<file path="src/rtl/default_slave_if.sv">
// AXI4 channel bundle for the default (decode-error) slave port.
// Only the fields the default slave observes or drives are carried.
interface default_slave_if #(
  parameter int unsigned ID_W   = 8,
  parameter int unsigned DATA_W = 32,
  parameter int unsigned LEN_W  = 4
);

  logic [ID_W-1:0]   ARID;
  logic [LEN_W-1:0]  ARLEN;
  logic              ARVALID;
  logic              ARREADY;

  logic [ID_W-1:0]   RID;
  logic [DATA_W-1:0] RDATA;
  logic [1:0]        RRESP;
  logic              RLAST;
  logic              RVALID;
  logic              RREADY;

  logic [ID_W-1:0]   AWID;
  logic [LEN_W-1:0]  AWLEN;
  logic              AWVALID;
  logic              AWREADY;

  logic [DATA_W-1:0] WDATA;
  logic              WLAST;
  logic              WVALID;
  logic              WREADY;

  logic [ID_W-1:0]   BID;
  logic [1:0]        BRESP;
  logic              BVALID;
  logic              BREADY;

  modport slave (
    input  ARID, ARLEN, ARVALID,
    output ARREADY,
    output RID, RDATA, RRESP, RLAST, RVALID,
    input  RREADY,
    input  AWID, AWLEN, AWVALID,
    output AWREADY,
    input  WDATA, WLAST, WVALID,
    output WREADY,
    output BID, BRESP, BVALID,
    input  BREADY
  );

  modport master (
    output ARID, ARLEN, ARVALID,
    input  ARREADY,
    input  RID, RDATA, RRESP, RLAST, RVALID,
    output RREADY,
    output AWID, AWLEN, AWVALID,
    input  AWREADY,
    output WDATA, WLAST, WVALID,
    input  WREADY,
    input  BID, BRESP, BVALID,
    output BREADY
  );

endinterface

</file>
<file path="src/rtl/default_slave.sv">
// AXI4 decode-error slave: drains one unmapped burst at a time and answers DECERR.
// Optional feature: DEFAULT_SLAVE_ERRCNT_EN adds a saturating 16-bit err_cnt output.
module default_slave #(
  parameter int unsigned ID_W   = 8,
  parameter int unsigned DATA_W = 32,
  parameter int unsigned LEN_W  = 4
) (
  input  logic             clk,
  input  logic             rst,
  default_slave_if.slave   axi
`ifdef DEFAULT_SLAVE_ERRCNT_EN
  ,
  output logic [15:0]      err_cnt
`endif
);

  localparam logic [1:0] IDLE = 2'd0;
  localparam logic [1:0] RD   = 2'd1;
  localparam logic [1:0] WD   = 2'd2;
  localparam logic [1:0] WB   = 2'd3;

  localparam logic [1:0] RESP_DECERR = 2'b11;

  logic [1:0]       state;
  logic [ID_W-1:0]  id_q;
  logic [LEN_W-1:0] beat_cnt;

  logic in_rd;
  logic in_wd;
  logic in_wb;
  logic rd_last_hs;
  logic wr_resp_hs;

  // Write data and burst length carry no information for an error response.
  logic unused_inputs;
  assign unused_inputs = ^{axi.WDATA, axi.AWLEN};

  assign in_rd = (state == RD);
  assign in_wd = (state == WD);
  assign in_wb = (state == WB);

  assign rd_last_hs = in_rd && axi.RREADY && (beat_cnt == '0);
  assign wr_resp_hs = in_wb && axi.BREADY;

  always_ff @(posedge clk) begin
    if (rst) begin
      state    <= IDLE;
      id_q     <= '0;
      beat_cnt <= '0;
    end else begin
      case (state)
        IDLE: begin
          // Read takes priority when both address channels are valid.
          if (axi.ARVALID) begin
            id_q     <= axi.ARID;
            beat_cnt <= axi.ARLEN;
            state    <= RD;
          end else if (axi.AWVALID) begin
            id_q  <= axi.AWID;
            state <= WD;
          end
        end
        RD: begin
          if (axi.RREADY) begin
            if (beat_cnt == '0) begin
              state <= IDLE;
            end else begin
              beat_cnt <= beat_cnt - 1'b1;
            end
          end
        end
        WD: begin
          if (axi.WVALID && axi.WLAST) begin
            state <= WB;
          end
        end
        WB: begin
          if (axi.BREADY) begin
            state <= IDLE;
          end
        end
        default: state <= IDLE;
      endcase
    end
  end

  // Outputs decode from registered state only; nothing feeds through from inputs.
  assign axi.ARREADY = (state == IDLE);
  assign axi.AWREADY = (state == IDLE);

  assign axi.RVALID  = in_rd;
  assign axi.RID     = in_rd ? id_q : '0;
  assign axi.RDATA   = '0;
  assign axi.RRESP   = in_rd ? RESP_DECERR : 2'b00;
  assign axi.RLAST   = in_rd && (beat_cnt == '0);

  assign axi.WREADY  = in_wd;

  assign axi.BVALID  = in_wb;
  assign axi.BID     = in_wb ? id_q : '0;
  assign axi.BRESP   = in_wb ? RESP_DECERR : 2'b00;

`ifdef DEFAULT_SLAVE_ERRCNT_EN
  always_ff @(posedge clk) begin
    if (rst) begin
      err_cnt <= '0;
    end else if ((rd_last_hs || wr_resp_hs) && (err_cnt != '1)) begin
      err_cnt <= err_cnt + 16'd1;
    end
  end
`else
  logic unused_hs;
  assign unused_hs = rd_last_hs ^ wr_resp_hs;
`endif

endmodule

</file>
<file path="src/flat_wrapper.sv">
// flat-port wrapper written by rule: the top's interface ports become plain ports
module default_slave_flat 
#(
  parameter int unsigned ID_W   = 8,
  parameter int unsigned DATA_W = 32,
  parameter int unsigned LEN_W  = 4
)
  (clk, rst, axi_ARID, axi_ARLEN, axi_ARVALID, axi_ARREADY, axi_RID, axi_RDATA, axi_RRESP, axi_RLAST, axi_RVALID, axi_RREADY, axi_AWID, axi_AWLEN, axi_AWVALID, axi_AWREADY, axi_WDATA, axi_WLAST, axi_WVALID, axi_WREADY, axi_BID, axi_BRESP, axi_BVALID, axi_BREADY);
  default_slave_if #(.ID_W(ID_W), .DATA_W(DATA_W), .LEN_W(LEN_W)) axi_i ();
  input  logic clk;
  input  logic rst;
  input wire logic [$bits(axi_i.ARID)-1:0] axi_ARID;
  input wire logic [$bits(axi_i.ARLEN)-1:0] axi_ARLEN;
  input wire logic [$bits(axi_i.ARVALID)-1:0] axi_ARVALID;
  output wire logic [$bits(axi_i.ARREADY)-1:0] axi_ARREADY;
  output wire logic [$bits(axi_i.RID)-1:0] axi_RID;
  output wire logic [$bits(axi_i.RDATA)-1:0] axi_RDATA;
  output wire logic [$bits(axi_i.RRESP)-1:0] axi_RRESP;
  output wire logic [$bits(axi_i.RLAST)-1:0] axi_RLAST;
  output wire logic [$bits(axi_i.RVALID)-1:0] axi_RVALID;
  input wire logic [$bits(axi_i.RREADY)-1:0] axi_RREADY;
  input wire logic [$bits(axi_i.AWID)-1:0] axi_AWID;
  input wire logic [$bits(axi_i.AWLEN)-1:0] axi_AWLEN;
  input wire logic [$bits(axi_i.AWVALID)-1:0] axi_AWVALID;
  output wire logic [$bits(axi_i.AWREADY)-1:0] axi_AWREADY;
  input wire logic [$bits(axi_i.WDATA)-1:0] axi_WDATA;
  input wire logic [$bits(axi_i.WLAST)-1:0] axi_WLAST;
  input wire logic [$bits(axi_i.WVALID)-1:0] axi_WVALID;
  output wire logic [$bits(axi_i.WREADY)-1:0] axi_WREADY;
  output wire logic [$bits(axi_i.BID)-1:0] axi_BID;
  output wire logic [$bits(axi_i.BRESP)-1:0] axi_BRESP;
  output wire logic [$bits(axi_i.BVALID)-1:0] axi_BVALID;
  input wire logic [$bits(axi_i.BREADY)-1:0] axi_BREADY;
  assign axi_i.ARID = axi_ARID;
  assign axi_i.ARLEN = axi_ARLEN;
  assign axi_i.ARVALID = axi_ARVALID;
  assign axi_ARREADY = axi_i.ARREADY;
  assign axi_RID = axi_i.RID;
  assign axi_RDATA = axi_i.RDATA;
  assign axi_RRESP = axi_i.RRESP;
  assign axi_RLAST = axi_i.RLAST;
  assign axi_RVALID = axi_i.RVALID;
  assign axi_i.RREADY = axi_RREADY;
  assign axi_i.AWID = axi_AWID;
  assign axi_i.AWLEN = axi_AWLEN;
  assign axi_i.AWVALID = axi_AWVALID;
  assign axi_AWREADY = axi_i.AWREADY;
  assign axi_i.WDATA = axi_WDATA;
  assign axi_i.WLAST = axi_WLAST;
  assign axi_i.WVALID = axi_WVALID;
  assign axi_WREADY = axi_i.WREADY;
  assign axi_BID = axi_i.BID;
  assign axi_BRESP = axi_i.BRESP;
  assign axi_BVALID = axi_i.BVALID;
  assign axi_i.BREADY = axi_BREADY;
  default_slave #(.ID_W(ID_W), .DATA_W(DATA_W), .LEN_W(LEN_W)) u_core (.clk(clk), .rst(rst), .axi(axi_i));
endmodule
</file>
<file path="config.mk">
export PLATFORM = sky130hd
export DESIGN_NAME = default_slave_flat
export DESIGN_NICKNAME = d
export VERILOG_FILES = /design/src/rtl/default_slave_if.sv /design/src/rtl/default_slave.sv /design/src/flat_wrapper.sv
export SDC_FILE = /design/constraint.sdc
export NUM_CORES = 1
export LEC_CHECK = 0
export BUFFER_PORTS_ARGS = -buffer_cell sky130_fd_sc_hd__buf_2
export CAP_MARGIN = 20
export CORE_UTILIZATION = 35
export DETAILED_ROUTE_END_ITERATION = 8
export PLACE_DENSITY = 0.8
export SLEW_MARGIN = 15
export SYNTH_ARGS = -nofsm -noshare
export SYNTH_HDL_FRONTEND = slang
export SYNTH_SLANG_ARGS = --single-unit
</file>
<file path="constraint.sdc">
create_clock -name clk -period 1.9 [get_ports clk]
set_clock_uncertainty 0.1 [all_clocks]
set_input_delay 0.38 -clock clk [delete_from_list [all_inputs] [get_ports clk]]
set_output_delay 0.38 -clock clk [all_outputs]
set_load 0.005 [all_outputs]
</file>
==> qor.yml <==
ioPinCount: 122
area_growth_pct: 18.9
wirelength_um: 2370
ff2ff_path_depth: 7
min_from: "axi_BREADY"
drc: 0
cts-root-buf: "clkbuf_4"
htree_levels: 1
finalMaxSlewViolations: 0
vias_per_cell: 4.17
cts_tree: "yes"
sw_frac_of_total_pct: 32.7
async_flop_share_pct: 0
fp.dieW_um: 60.4
regArea_sq_um: 283
worstHoldEndpoint: "u_core.state[1]"
hold_viol_final: 0
setup_tns_ns: 0
combinationalPowerShare_pct: 38.8
power_leakage_nw: 0.791
finalNetCount: 262
drive_gt1_share_pct: 40.5
grt_pass1_wl_um: 3350
synth_flop_cell: "dfxtp_1"
r2r_start: "u_core.beat_cnt[1]"
layout_common_cells: "53 x buf_2, 32 x conb_1, 13 x nor2_1"
insertion_delay_ns: 0.27
grt_start_max_net_pins: 18
clock_sinks: 14
detail_route.iter0.violations: 22
finalPower_mw: 0.932
firstDrtPassIters: 3
reg2reg_to: "u_core.beat_cnt[1]"
status: "finished, final reports clean"
final_common_cell: "buf_2"
power_frac_clock_pct: 22.6
multi_input_area_sq_um: 696
globalRouteTotalUtil_pct: 12.5
peakVddDrop_mv: 0.309
yosys_register_bits: 14
crit_type: "reg -> out"
vias: 997
required_ns: 1.42
n_antenna_cell: 0
endpoint_kind: "primary output"
wl_per_cell_um: 9.92
n_fill_cell: 348
p_int_mw: 0.627
cp.arrival_ns: 1.36
whs_path_depth: 4
io_buffers: 53
finalSetupViolCount: 0
core-area_sq_um: 3150
grt.overflow.total: 0
maxCapViolations: 0
cts_inserted_buffers: 3
start_kind: "flop"
p_seq_share_pct: 38.7
hold_class: "in -> reg"
synthCells: 143
reg2reg_slack_ns: 0.09
avgSynthCellArea_sq_um: 8.34
rsz0062_at_grt: "false"
synth_edf_count: 0
path_max_fanout: 3
fin_crit_sh_pct: 97.1
start_util_pct: 37.8
gp_congestion: 0.699
dp_hpwl_um: 1850
yosysSeqAreaShare_pct: 23.5
fmax_mhz: 542
p_sw_mw: 0.305
cts_hold_buf: 0
powerDensity_nw_per_um2: 657
fp.dieH_um: 60.4
ant_nets: 0
period_minus_slack_ns: 1.84
die_area_sq_um: 3640
grt_pass1_vias: 786
core.rowCount: 20
clkTransAtPathRegs_ns: 0.09
antenna_found_initial: 0
synth.distinct_cells: 32
syn_area_sq_um: 1190
ys_warn_count: 0
clk_path_buf_depth: 2
worst max-delay path: stages, from the launching register on:
cell and delay [ns]:
dfxtp_2 0.34, inv_2 0.07, ha_4 0.12, or3b_4 0.38, nor2_2 0.08, buf_2 0.11
cell type report:
class                   instances  share of cell area (%)
multi-input cells             110                    49.1
repair buffers                 61                    22.9
flip-flops and latches         14                    19.9
well taps                      44                    3.88
clock buffers                   4                    2.56
inverters                       6                    1.59
power groups by stage:
stage / registers (mW) / logic, mW / clock network, mW
after floorplan: 0.361 / 0.290 / 0
after global placement: 0.366 / 0.318 / 0
after detailed placement: 0.367 / 0.324 / 0
after CTS: 0.360 / 0.341 / 0.223
after global routing: 0.366 / 0.406 / 0.235
final: 0.360 / 0.361 / 0.210
cell usage after synthesis (2+ instances only):
master / count / share of area, %
nor2_1: 14 / 4.4
nor2b_1: 3 / 1.6
clkbuf_1: 3 / 0.94
inv_1: 5 / 1.6
o21ai_1: 3 / 1.3
dfxtp_1: 14 / 24
a21oi_1: 4 / 1.7
mux2i_1: 8 / 6.7
nand2_1: 4 / 1.3
ha_1: 2 / 2.1
a21o_1: 2 / 1.3
and2_1: 9 / 4.7
and3_1: 8 / 4.2
buf_4: 38 / 24
a211oi_1: 9 / 5.7
state kept, by name, indices dropped and copies added (netlist names):
register and count:
u_core.beat_cnt 4, u_core.id_q 8, u_core.state 2
repair_timing:
action	4_1_cts	5_1_grt
buffers inserted	2	3
pin swaps	0	1
endpoints found under the setup margin	1	5
resized for setup	3	4
stage by stage:
step	worst slack (ns)	hold WS, ns	area [sq um]	utilization [%]	instances
after CTS	0.00697	0.301	1380	43.8	236
final	0.0555	0.310	1420	45.0	239
after global placement	0.133	0.394	1330	42.1	230
after detailed placement	0.0996	0.400	1330	42.1	230
after floorplan	0.219	0.353	1310	-	174
after global routing	0.00185	0.331	1420	45.0	239
cell families after synthesis:
logic type	share of synthesized area, %
flip-flops	23.5
AO/OA/AOI/OAI	15.4
other	0.314
AND/OR/NAND/NOR	20.9
adder cells (fa/ha/maj)	2.10
multiplexers	8.60
buffers and inverters	29.2
routing by layer:
| metal | global-route usage (%) | share of wire [%] |
|---|---|---|
| met5 | 0 | 0 |
| met4 | 3.99 | 0.51 |
| met3 | 3.20 | 6.0 |
| met2 | 21.2 | 50 |
| met1 | 15.4 | 44 |
worst max-delay path by stage:
stage,start,end,slack (ns),cells after the start
final,u_core.beat_cnt[1],axi_RLAST,0.06,5
after global routing,u_core.beat_cnt[0],axi_RLAST,0.002,5
after CTS,u_core.beat_cnt[1],axi_RLAST,0.007,5
after detailed placement,u_core.beat_cnt[1],u_core.beat_cnt[1],0.1,6
after global placement,u_core.beat_cnt[1],u_core.beat_cnt[1],0.13,6
after floorplan,u_core.beat_cnt[1],u_core.beat_cnt[1],0.22,6
(Power assumes the default switching activity.)
